<file path="src/rtl/pipe_pkg.sv">
// Shared opcodes, scoreboard stage encodings and the ALU for the parametrised
// ID/EX/WB forwarding core.
package pipe_pkg;

    localparam logic [2:0] OP_NOP = 3'b000;
    localparam logic [2:0] OP_ADD = 3'b001;
    localparam logic [2:0] OP_SUB = 3'b010;
    localparam logic [2:0] OP_AND = 3'b011;
    localparam logic [2:0] OP_OR  = 3'b100;
    localparam logic [2:0] OP_XOR = 3'b101;
    localparam logic [2:0] OP_MUL = 3'b110;
    localparam logic [2:0] OP_LI  = 3'b111;

    localparam logic [1:0] SB_NONE = 2'b00;
    localparam logic [1:0] SB_WB   = 2'b01;
    localparam logic [1:0] SB_EX   = 2'b10;
    localparam logic [1:0] SB_BOTH = 2'b11;

    // The ALU works on zero-extended operands up to ALU_W bits; every op only
    // depends on low-order input bits, so a caller keeping the low XLEN result
    // bits gets exact modulo-2^XLEN arithmetic for any XLEN <= ALU_W.
    localparam int ALU_W = 64;

    function automatic logic [ALU_W-1:0] alu(input logic [2:0]       op,
                                             input logic [ALU_W-1:0] a,
                                             input logic [ALU_W-1:0] b);
        logic [ALU_W-1:0] res;
        res = '0;
        case (op)
            OP_ADD:  res = a + b;
            OP_SUB:  res = a - b;
            OP_AND:  res = a & b;
            OP_OR:   res = a | b;
            OP_XOR:  res = a ^ b;
            OP_MUL:  res = a * b;
            OP_LI:   res = b;
            default: res = '0;
        endcase
        return res;
    endfunction

endpackage

</file>
<file path="src/rtl/pipeline_param_if.sv">
// Instruction-issue and write-back bundle of the pipeline core; the core side
// uses the slave modport, the instruction source uses master.
interface pipeline_param_if #(
    parameter int XLEN = 8,
    parameter int NREG = 4
);
    localparam int RIDX = $clog2(NREG);
    localparam int IW   = 3 + 3 * RIDX;

    logic [IW-1:0]   inst;
    logic            inst_valid;
    logic            inst_ready;
    logic            wb_valid;
    logic [RIDX-1:0] wb_rd;
    logic [XLEN-1:0] wb_data;

    modport master (
        output inst, inst_valid,
        input  inst_ready, wb_valid, wb_rd, wb_data
    );

    modport slave (
        input  inst, inst_valid,
        output inst_ready, wb_valid, wb_rd, wb_data
    );
endinterface

</file>
<file path="src/rtl/pipe_scoreboard.sv">
// Per-register 2-bit pending-write tracker: bit 1 = write in EX, bit 0 = write
// in WB. Shifts one stage per normal cycle; a stall drains WB but holds EX.
module pipe_scoreboard
    import pipe_pkg::*;
#(
    parameter int NREG = 4,
    parameter int RIDX = $clog2(NREG)
) (
    input  logic              clk,
    input  logic              rst,
    input  logic              stall,
    input  logic              alloc_en,
    input  logic [RIDX-1:0]   alloc_rd,
    input  logic [RIDX-1:0]   rs1_idx,
    input  logic [RIDX-1:0]   rs2_idx,
    output logic [2*NREG-1:0] sb_stage,
    output logic [1:0]        rs1_stage,
    output logic [1:0]        rs2_stage
);

    logic [1:0] r_sb [NREG];

    // NOTE: state registers use non-blocking assignments so every tracker
    // samples the pre-edge value of its neighbours, independent of order.
    always_ff @(posedge clk) begin
        if (!rst) begin
            for (int i = 0; i < NREG; i++) r_sb[i] <= SB_NONE;
        end else begin
            for (int i = 0; i < NREG; i++) begin
                if (stall) r_sb[i] <= {r_sb[i][1], 1'b0};
                else       r_sb[i] <= {alloc_en && (alloc_rd == RIDX'(i)), r_sb[i][1]};
            end
        end
    end

    // NOTE: combinational outputs get a full default first so no path can
    // leave them unassigned and infer a latch.
    always_comb begin
        sb_stage = '0;
        for (int i = 0; i < NREG; i++) sb_stage[2*i +: 2] = r_sb[i];
    end

    assign rs1_stage = r_sb[rs1_idx];
    assign rs2_stage = r_sb[rs2_idx];

endmodule

</file>
<file path="src/rtl/pipeline_param.sv">
// Parametrised 3-stage (ID/EX/WB) forwarding core with valid/ready issue,
// a 2-cycle MUL that stalls issue, and exported scoreboard/retire state.
module pipeline_param
    import pipe_pkg::*;
#(
    parameter int  XLEN = 8,
    parameter int  NREG = 4,
    localparam int RIDX = $clog2(NREG),
    localparam int IW   = 3 + 3 * RIDX
) (
    input  logic                clk,
    input  logic                rst,
    pipeline_param_if.slave     bus,
    input  logic [RIDX-1:0]     dbg_rd_idx,
    output logic [XLEN-1:0]     dbg_rd_data,
    output logic [2*NREG-1:0]   sb_stage,
    output logic                id_ex_wen,
    output logic                ex_wb_wen,
    output logic [RIDX-1:0]     id_ex_rd,
    output logic [RIDX-1:0]     ex_wb_rd
);

    logic [2:0]      w_op;
    logic [RIDX-1:0] w_rs1, w_rs2, w_rd;
    logic [1:0]      w_rs1_stage, w_rs2_stage;
    logic [XLEN-1:0] w_op_a, w_op_b, w_ex_result;
    logic            w_stall, w_accept, w_alloc_en;

    logic            r_id_ex_wen;
    logic [2:0]      r_id_ex_op;
    logic [RIDX-1:0] r_id_ex_rd;
    logic [XLEN-1:0] r_id_ex_a, r_id_ex_b;
    logic            r_mul_second;
    logic            r_ex_wb_wen;
    logic [RIDX-1:0] r_ex_wb_rd;
    logic [XLEN-1:0] r_ex_wb_data;
    logic [XLEN-1:0] r_regs [NREG];

    assign {w_op, w_rs1, w_rs2, w_rd} = bus.inst;

    // First EX cycle of a MUL: hold ID/EX, refuse issue, bubble into EX/WB.
    assign w_stall    = r_id_ex_wen && (r_id_ex_op == OP_MUL) && !r_mul_second;
    assign w_accept   = bus.inst_valid && !w_stall;
    assign w_alloc_en = w_accept && (w_op != OP_NOP);

    assign w_ex_result = XLEN'(alu(r_id_ex_op, ALU_W'(r_id_ex_a), ALU_W'(r_id_ex_b)));

    pipe_scoreboard #(
        .NREG (NREG),
        .RIDX (RIDX)
    ) u_scoreboard (
        .clk       (clk),
        .rst       (rst),
        .stall     (w_stall),
        .alloc_en  (w_alloc_en),
        .alloc_rd  (w_rd),
        .rs1_idx   (w_rs1),
        .rs2_idx   (w_rs2),
        .sb_stage  (sb_stage),
        .rs1_stage (w_rs1_stage),
        .rs2_stage (w_rs2_stage)
    );

    // Youngest producer wins: EX result over EX/WB value over register file.
    always_comb begin
        w_op_a = r_regs[w_rs1];
        w_op_b = r_regs[w_rs2];
        unique case (w_rs1_stage)
            SB_NONE:        w_op_a = r_regs[w_rs1];
            SB_WB:          w_op_a = r_ex_wb_data;
            SB_EX, SB_BOTH: w_op_a = w_ex_result;
        endcase
        unique case (w_rs2_stage)
            SB_NONE:        w_op_b = r_regs[w_rs2];
            SB_WB:          w_op_b = r_ex_wb_data;
            SB_EX, SB_BOTH: w_op_b = w_ex_result;
        endcase
        if (w_op == OP_LI) w_op_b = XLEN'({w_rs1, w_rs2});
    end

    always_ff @(posedge clk) begin
        if (!rst) begin
            r_id_ex_wen  <= 1'b0;
            r_id_ex_op   <= OP_NOP;
            r_id_ex_rd   <= '0;
            r_id_ex_a    <= '0;
            r_id_ex_b    <= '0;
            r_mul_second <= 1'b0;
            r_ex_wb_wen  <= 1'b0;
            r_ex_wb_rd   <= '0;
            r_ex_wb_data <= '0;
        end else begin
            r_mul_second <= w_stall;
            if (!w_stall) begin
                r_id_ex_wen <= w_alloc_en;
                r_id_ex_op  <= w_op;
                r_id_ex_rd  <= w_rd;
                r_id_ex_a   <= w_op_a;
                r_id_ex_b   <= w_op_b;
            end
            r_ex_wb_wen  <= r_id_ex_wen && !w_stall;
            r_ex_wb_rd   <= r_id_ex_rd;
            r_ex_wb_data <= w_ex_result;
        end
    end

    // NOTE: the register file is reset on purpose: architectural registers
    // must read zero after reset, which outweighs the usual no-reset RAM style.
    always_ff @(posedge clk) begin
        if (!rst) begin
            for (int i = 0; i < NREG; i++) r_regs[i] <= '0;
        end else if (r_ex_wb_wen) begin
            r_regs[r_ex_wb_rd] <= r_ex_wb_data;
        end
    end

    assign bus.inst_ready = !w_stall;
    assign bus.wb_valid   = r_ex_wb_wen;
    assign bus.wb_rd      = r_ex_wb_rd;
    assign bus.wb_data    = r_ex_wb_data;

    assign dbg_rd_data = r_regs[dbg_rd_idx];
    assign id_ex_wen   = r_id_ex_wen;
    assign ex_wb_wen   = r_ex_wb_wen;
    assign id_ex_rd    = r_id_ex_rd;
    assign ex_wb_rd    = r_ex_wb_rd;

endmodule

</file>
<file path="src/flat_wrapper.sv">
// flat-port wrapper written by rule: the top's interface ports become plain ports
module pipeline_param_flat import pipe_pkg::*;
#(
    parameter int  XLEN = 8,
    parameter int  NREG = 4,
    localparam int RIDX = $clog2(NREG),
    localparam int IW   = 3 + 3 * RIDX
)
  (clk, rst, dbg_rd_idx, dbg_rd_data, sb_stage, id_ex_wen, ex_wb_wen, id_ex_rd, ex_wb_rd, bus_inst, bus_inst_valid, bus_inst_ready, bus_wb_valid, bus_wb_rd, bus_wb_data);
  pipeline_param_if #(.XLEN(XLEN), .NREG(NREG)) bus_i ();
  input  logic clk;
  input  logic rst;
  input  logic [RIDX-1:0] dbg_rd_idx;
  output logic [XLEN-1:0] dbg_rd_data;
  output logic [2*NREG-1:0] sb_stage;
  output logic id_ex_wen;
  output logic ex_wb_wen;
  output logic [RIDX-1:0] id_ex_rd;
  output logic [RIDX-1:0] ex_wb_rd;
  input wire logic [$bits(bus_i.inst)-1:0] bus_inst;
  input wire logic [$bits(bus_i.inst_valid)-1:0] bus_inst_valid;
  output wire logic [$bits(bus_i.inst_ready)-1:0] bus_inst_ready;
  output wire logic [$bits(bus_i.wb_valid)-1:0] bus_wb_valid;
  output wire logic [$bits(bus_i.wb_rd)-1:0] bus_wb_rd;
  output wire logic [$bits(bus_i.wb_data)-1:0] bus_wb_data;
  assign bus_i.inst = bus_inst;
  assign bus_i.inst_valid = bus_inst_valid;
  assign bus_inst_ready = bus_i.inst_ready;
  assign bus_wb_valid = bus_i.wb_valid;
  assign bus_wb_rd = bus_i.wb_rd;
  assign bus_wb_data = bus_i.wb_data;
  pipeline_param #(.XLEN(XLEN), .NREG(NREG)) u_core (.clk(clk), .rst(rst), .bus(bus_i), .dbg_rd_idx(dbg_rd_idx), .dbg_rd_data(dbg_rd_data), .sb_stage(sb_stage), .id_ex_wen(id_ex_wen), .ex_wb_wen(ex_wb_wen), .id_ex_rd(id_ex_rd), .ex_wb_rd(ex_wb_rd));
endmodule
</file>
<file path="config.mk">
export PLATFORM = sky130hd
export DESIGN_NAME = pipeline_param_flat
export DESIGN_NICKNAME = d
export VERILOG_FILES = /design/src/rtl/pipe_pkg.sv /design/src/rtl/pipeline_param_if.sv /design/src/rtl/pipe_scoreboard.sv /design/src/rtl/pipeline_param.sv /design/src/flat_wrapper.sv
export SDC_FILE = /design/constraint.sdc
export NUM_CORES = 1
export LEC_CHECK = 0
export BUFFER_PORTS_ARGS = -buffer_cell sky130_fd_sc_hd__buf_4
export CORE_ASPECT_RATIO = 0.9
export CORE_MARGIN = 2
export CORE_UTILIZATION = 45
export CTS_CLUSTER_DIAMETER = 150
export DETAILED_ROUTE_END_ITERATION = 10
export PLACE_DENSITY = 0.68
export REMOVE_ABC_BUFFERS = 1
export SLEW_MARGIN = 20
export SYNTH_ARGS = -nofsm -noshare
export SYNTH_HDL_FRONTEND = slang
export SYNTH_SLANG_ARGS = --single-unit
</file>
<file path="constraint.sdc">
create_clock -name clk -period 5.6 [get_ports clk]
set_input_delay 1.12 -clock clk [delete_from_list [all_inputs] [get_ports clk]]
set_output_delay 1.12 -clock clk [all_outputs]
set_load 0.02 [all_outputs]
</file>
==> impl_results.md <==
- Status: completed
- Final worst path period share: 79.28%
- Pwr Total: 1.693 mW
- IO Pins: 48
- Worst-skew pair later-pin latency: 0.33 ns
- Root Buffer: clkbuf_16
- Area growth syn-to-layout: 13.34%
- Grt total ovfl: 0
- Min-Delay Endpoint: u_core.id_ex_rd[0]
- Pin count of the biggest net entering global routing: 48
- Inserted Diodes: 0
- Post-route setup TNS: 0 ns
- Row cnt: 38
- CTS tree: done
- Post-Syn Instances: 549
- Initial antenna violation count: 0
- PD cells: 265.4 nW/um^2
- YS warnings: 0
- DR vias: 4356
- Nature of the critical path endpoint: flip-flop
- Routed WL per cell: 19.32 um
- CTS Buf Count: 9
- Hold depth: 2
- Worst slew margin relative to its limit: 25.67%
- Path type of the worst setup path: reg2reg
- CP arrival: 4.64 ns
- Leak: 2.663 nW
- Via density: 5.824
- Post-synth EDFFs: 40
- FF-to-FF Start: u_core.r_id_ex_b[2]
- Synth area leader: edfxtp_1
- Worst Tran Pin Value: 1.113 ns
- Ys async rst share: 0%
- All-Layer GR Usage: 22.28%
- Clock-pin transition on the worst setup and hold timing paths: 0.06 ns
- Final hold vios: 0
- Leading cell type in the layout, fill and taps excluded: buf_4
- Layout Skew: 0.006043 ns
- Hold-fix buffers, CTS: 0
- Fmax: 225.3 MHz
- Worst EP required: 5.80 ns
- Nets@finish: 650
- Initial core utilization: 46.42%
- HP Class: reg2reg
- First-pass GRT wire length: 22670 um
- Count of max-cap constraint violations: 0
- Synth top area share: 21.34%
- Final setup vio count: 0
- Total die area: 13420 um^2
- Hpwl dp: 10680 um
- RSZ-0062 raised after global routing: false
- Antenna Nets Post-Route: 0
- Cell Area, Synth: 5628 um^2
- Detailed router's first-iteration violation count: 358
- Setup ws final: 1.161 ns
- Die Ht: 110.1 um
- Syn avg cell area: 10.25 um^2
- Most frequent cells in the layout: buf_4, nand2_1, inv_1
- R2R Setup Slk: 1.16 ns
- Final-report max-slew violation count: 0
- Routed WL: 14450 um
- Port buffer count: 47
- Hold Crit Start: u_core.id_ex_rd[0]
- Postcts setup bufs: 0
- Synthesized flop and latch total: 74
- TritonRoute pass-1 iters: 5
- H-tree level count: 3
- Post-route DRC: 0
- Count of clock tree sinks: 74
- Pre-CTS WS: 1.177 ns
- R2R depth: 14
- Core area: 12120 um^2
- Distinct cells, synth: 64
- Clk buf depth: 2
- Vias in the first global route: 4212
- Crit start category: flip-flop
- Prevailing post-synth register cell: edfxtp_1
- Peak VDD IR: 0.1992 mV
- Fraction of layout instances using a drive strength above 1: 17.01%
- R2R Path End: u_core.r_id_ex_a[7]
- Final Critical Period: 4.440 ns
- Max FO, Critical Path: 8
- Seq/Total Area, Yosys: 33.44%
- Routability congestion estimate: 0.9751
- Dominant cells by area after synthesis: edfxtp_1, dfxtp_1, mux4_2
- Chip width: 121.9 um
- Hold Slack: 0.4906 ns
- CTS resizes: 0
==> metrics by stage <==
step	cell area, um^2	utilization [%]	instances
after floorplan	5507	-	521
after global placement	6090	50.23	732
after detailed placement	6090	50.23	732
after CTS	6379	52.61	748
after global routing	6379	52.61	748
final	6379	52.61	748
==> registers in the layout (all words and copies together), names as in the netlist, 2 cells and up <==
| signal | cells |
|---|---|
| u_core.u_scoreboard.r_sb | 8 |
| u_core.r_regs | 32 |
| u_core.r_id_ex_b | 8 |
| u_core.id_ex_rd | 2 |
| u_core.bus.wb_data | 8 |
| u_core.bus.wb_rd | 2 |
| u_core.r_id_ex_a | 8 |
| u_core.r_id_ex_op | 3 |
==> cell families (layout without fill, tap and decap cells) <==
| logic type | after synthesis | count (layout) | share of synthesized area (%) |
|---|---|---|---|
| flip-flops | 74 | 74 | 33.44 |
| XOR/XNOR | 23 | 23 | 4.313 |
| multiplexers | 49 | 49 | 15.10 |
| adder cells (fa/ha/maj) | 53 | 53 | 13.52 |
| AO/OA/AOI/OAI | 98 | 98 | 12.14 |
| other | 1 | 5 | 0.06663 |
| buffers and inverters | 81 | 116 | 5.691 |
| AND/OR/NAND/NOR | 170 | 170 | 15.74 |
==> final cells by class <==
cell class                 instances  area, um^2
fill                            1093        5746
multi-input combinational        398        3441
sequential                        74        1882
timing repair buffer              51       382.9
clock buffer                      12       246.5
tap                              160       200.2
inverter                          49       183.9
clock inverter                     4       42.54
==> worst max-delay path: stages, from the launching register on <==
cell and delay (ns):
dfxtp_1 0.51, nand2_1 0.13, fa_1 0.46, fa_1 0.49, inv_1 0.06, fa_1 0.52, inv_1 0.05, fa_1 0.37
xor2_1 0.19, xnor3_1 0.34, xnor3_1 0.37, xnor3_1 0.25, o221ai_2 0.14, nor3b_1 0.29, o32ai_2 0.13
==> Yosys cell counts (4+ instances only) <==
| library cell | instances |
|---|---|
| a211oi_1 | 9 |
| a21boi_1 | 4 |
| a21o_1 | 5 |
| a21oi_1 | 17 |
| a31oi_1 | 4 |
| and2_1 | 32 |
| and3_1 | 16 |
| buf_2 | 4 |
| clkbuf_1 | 22 |
| dfxtp_1 | 34 |
| edfxtp_1 | 40 |
| fa_1 | 13 |
| ha_1 | 40 |
| inv_1 | 46 |
| mux2_1 | 5 |
| mux2i_1 | 14 |
| mux4_2 | 28 |
| nand2_1 | 49 |
| nand2b_1 | 4 |
| nor2_1 | 28 |
| nor2b_1 | 15 |
| nor3_1 | 4 |
| nor3b_1 | 5 |
| o211ai_1 | 6 |
| o21a_1 | 7 |
| o21ai_0 | 12 |
| o21ai_1 | 5 |
| xnor2_1 | 18 |
==> power by group <==
| part | leakage, nW | switching, mW | internal (mW) | total, mW |
|---|---|---|---|---|
| logic | 1.82 | 0.257 | 0.205 | 0.462 |
| registers | 0.698 | 0.0577 | 0.607 | 0.665 |
| clock network | 0.142 | 0.212 | 0.353 | 0.565 |
| total | 2.66 | 0.527 | 1.17 | 1.69 |
==> per-layer routing <==
metal  routed length (um)  GRT usage, %
met1                 6519         32.65
met2                 6831         34.76
met3                  949         3.704
met4                  153         5.008
met5                    0             0
==> worst max-delay path by stage <==
| stage | from | end | slack, ns | depth (start not counted) |
|---|---|---|---|---|
| final | u_core.r_id_ex_b[2] | u_core.r_id_ex_a[7] | 1.16 | 14 |
| after global routing | u_core.r_id_ex_b[2] | u_core.r_id_ex_a[7] | 0.98 | 14 |
| after CTS | u_core.r_id_ex_b[2] | u_core.r_id_ex_a[7] | 1.18 | 14 |
| after detailed placement | u_core.r_id_ex_b[2] | u_core.r_id_ex_a[7] | 1.18 | 14 |
| after global placement | u_core.r_id_ex_b[2] | u_core.r_id_ex_a[7] | 1.33 | 14 |
| after floorplan | u_core.r_id_ex_b[2] | u_core.r_id_ex_a[7] | 1.53 | 14 |
(Power assumes the default switching activity.)
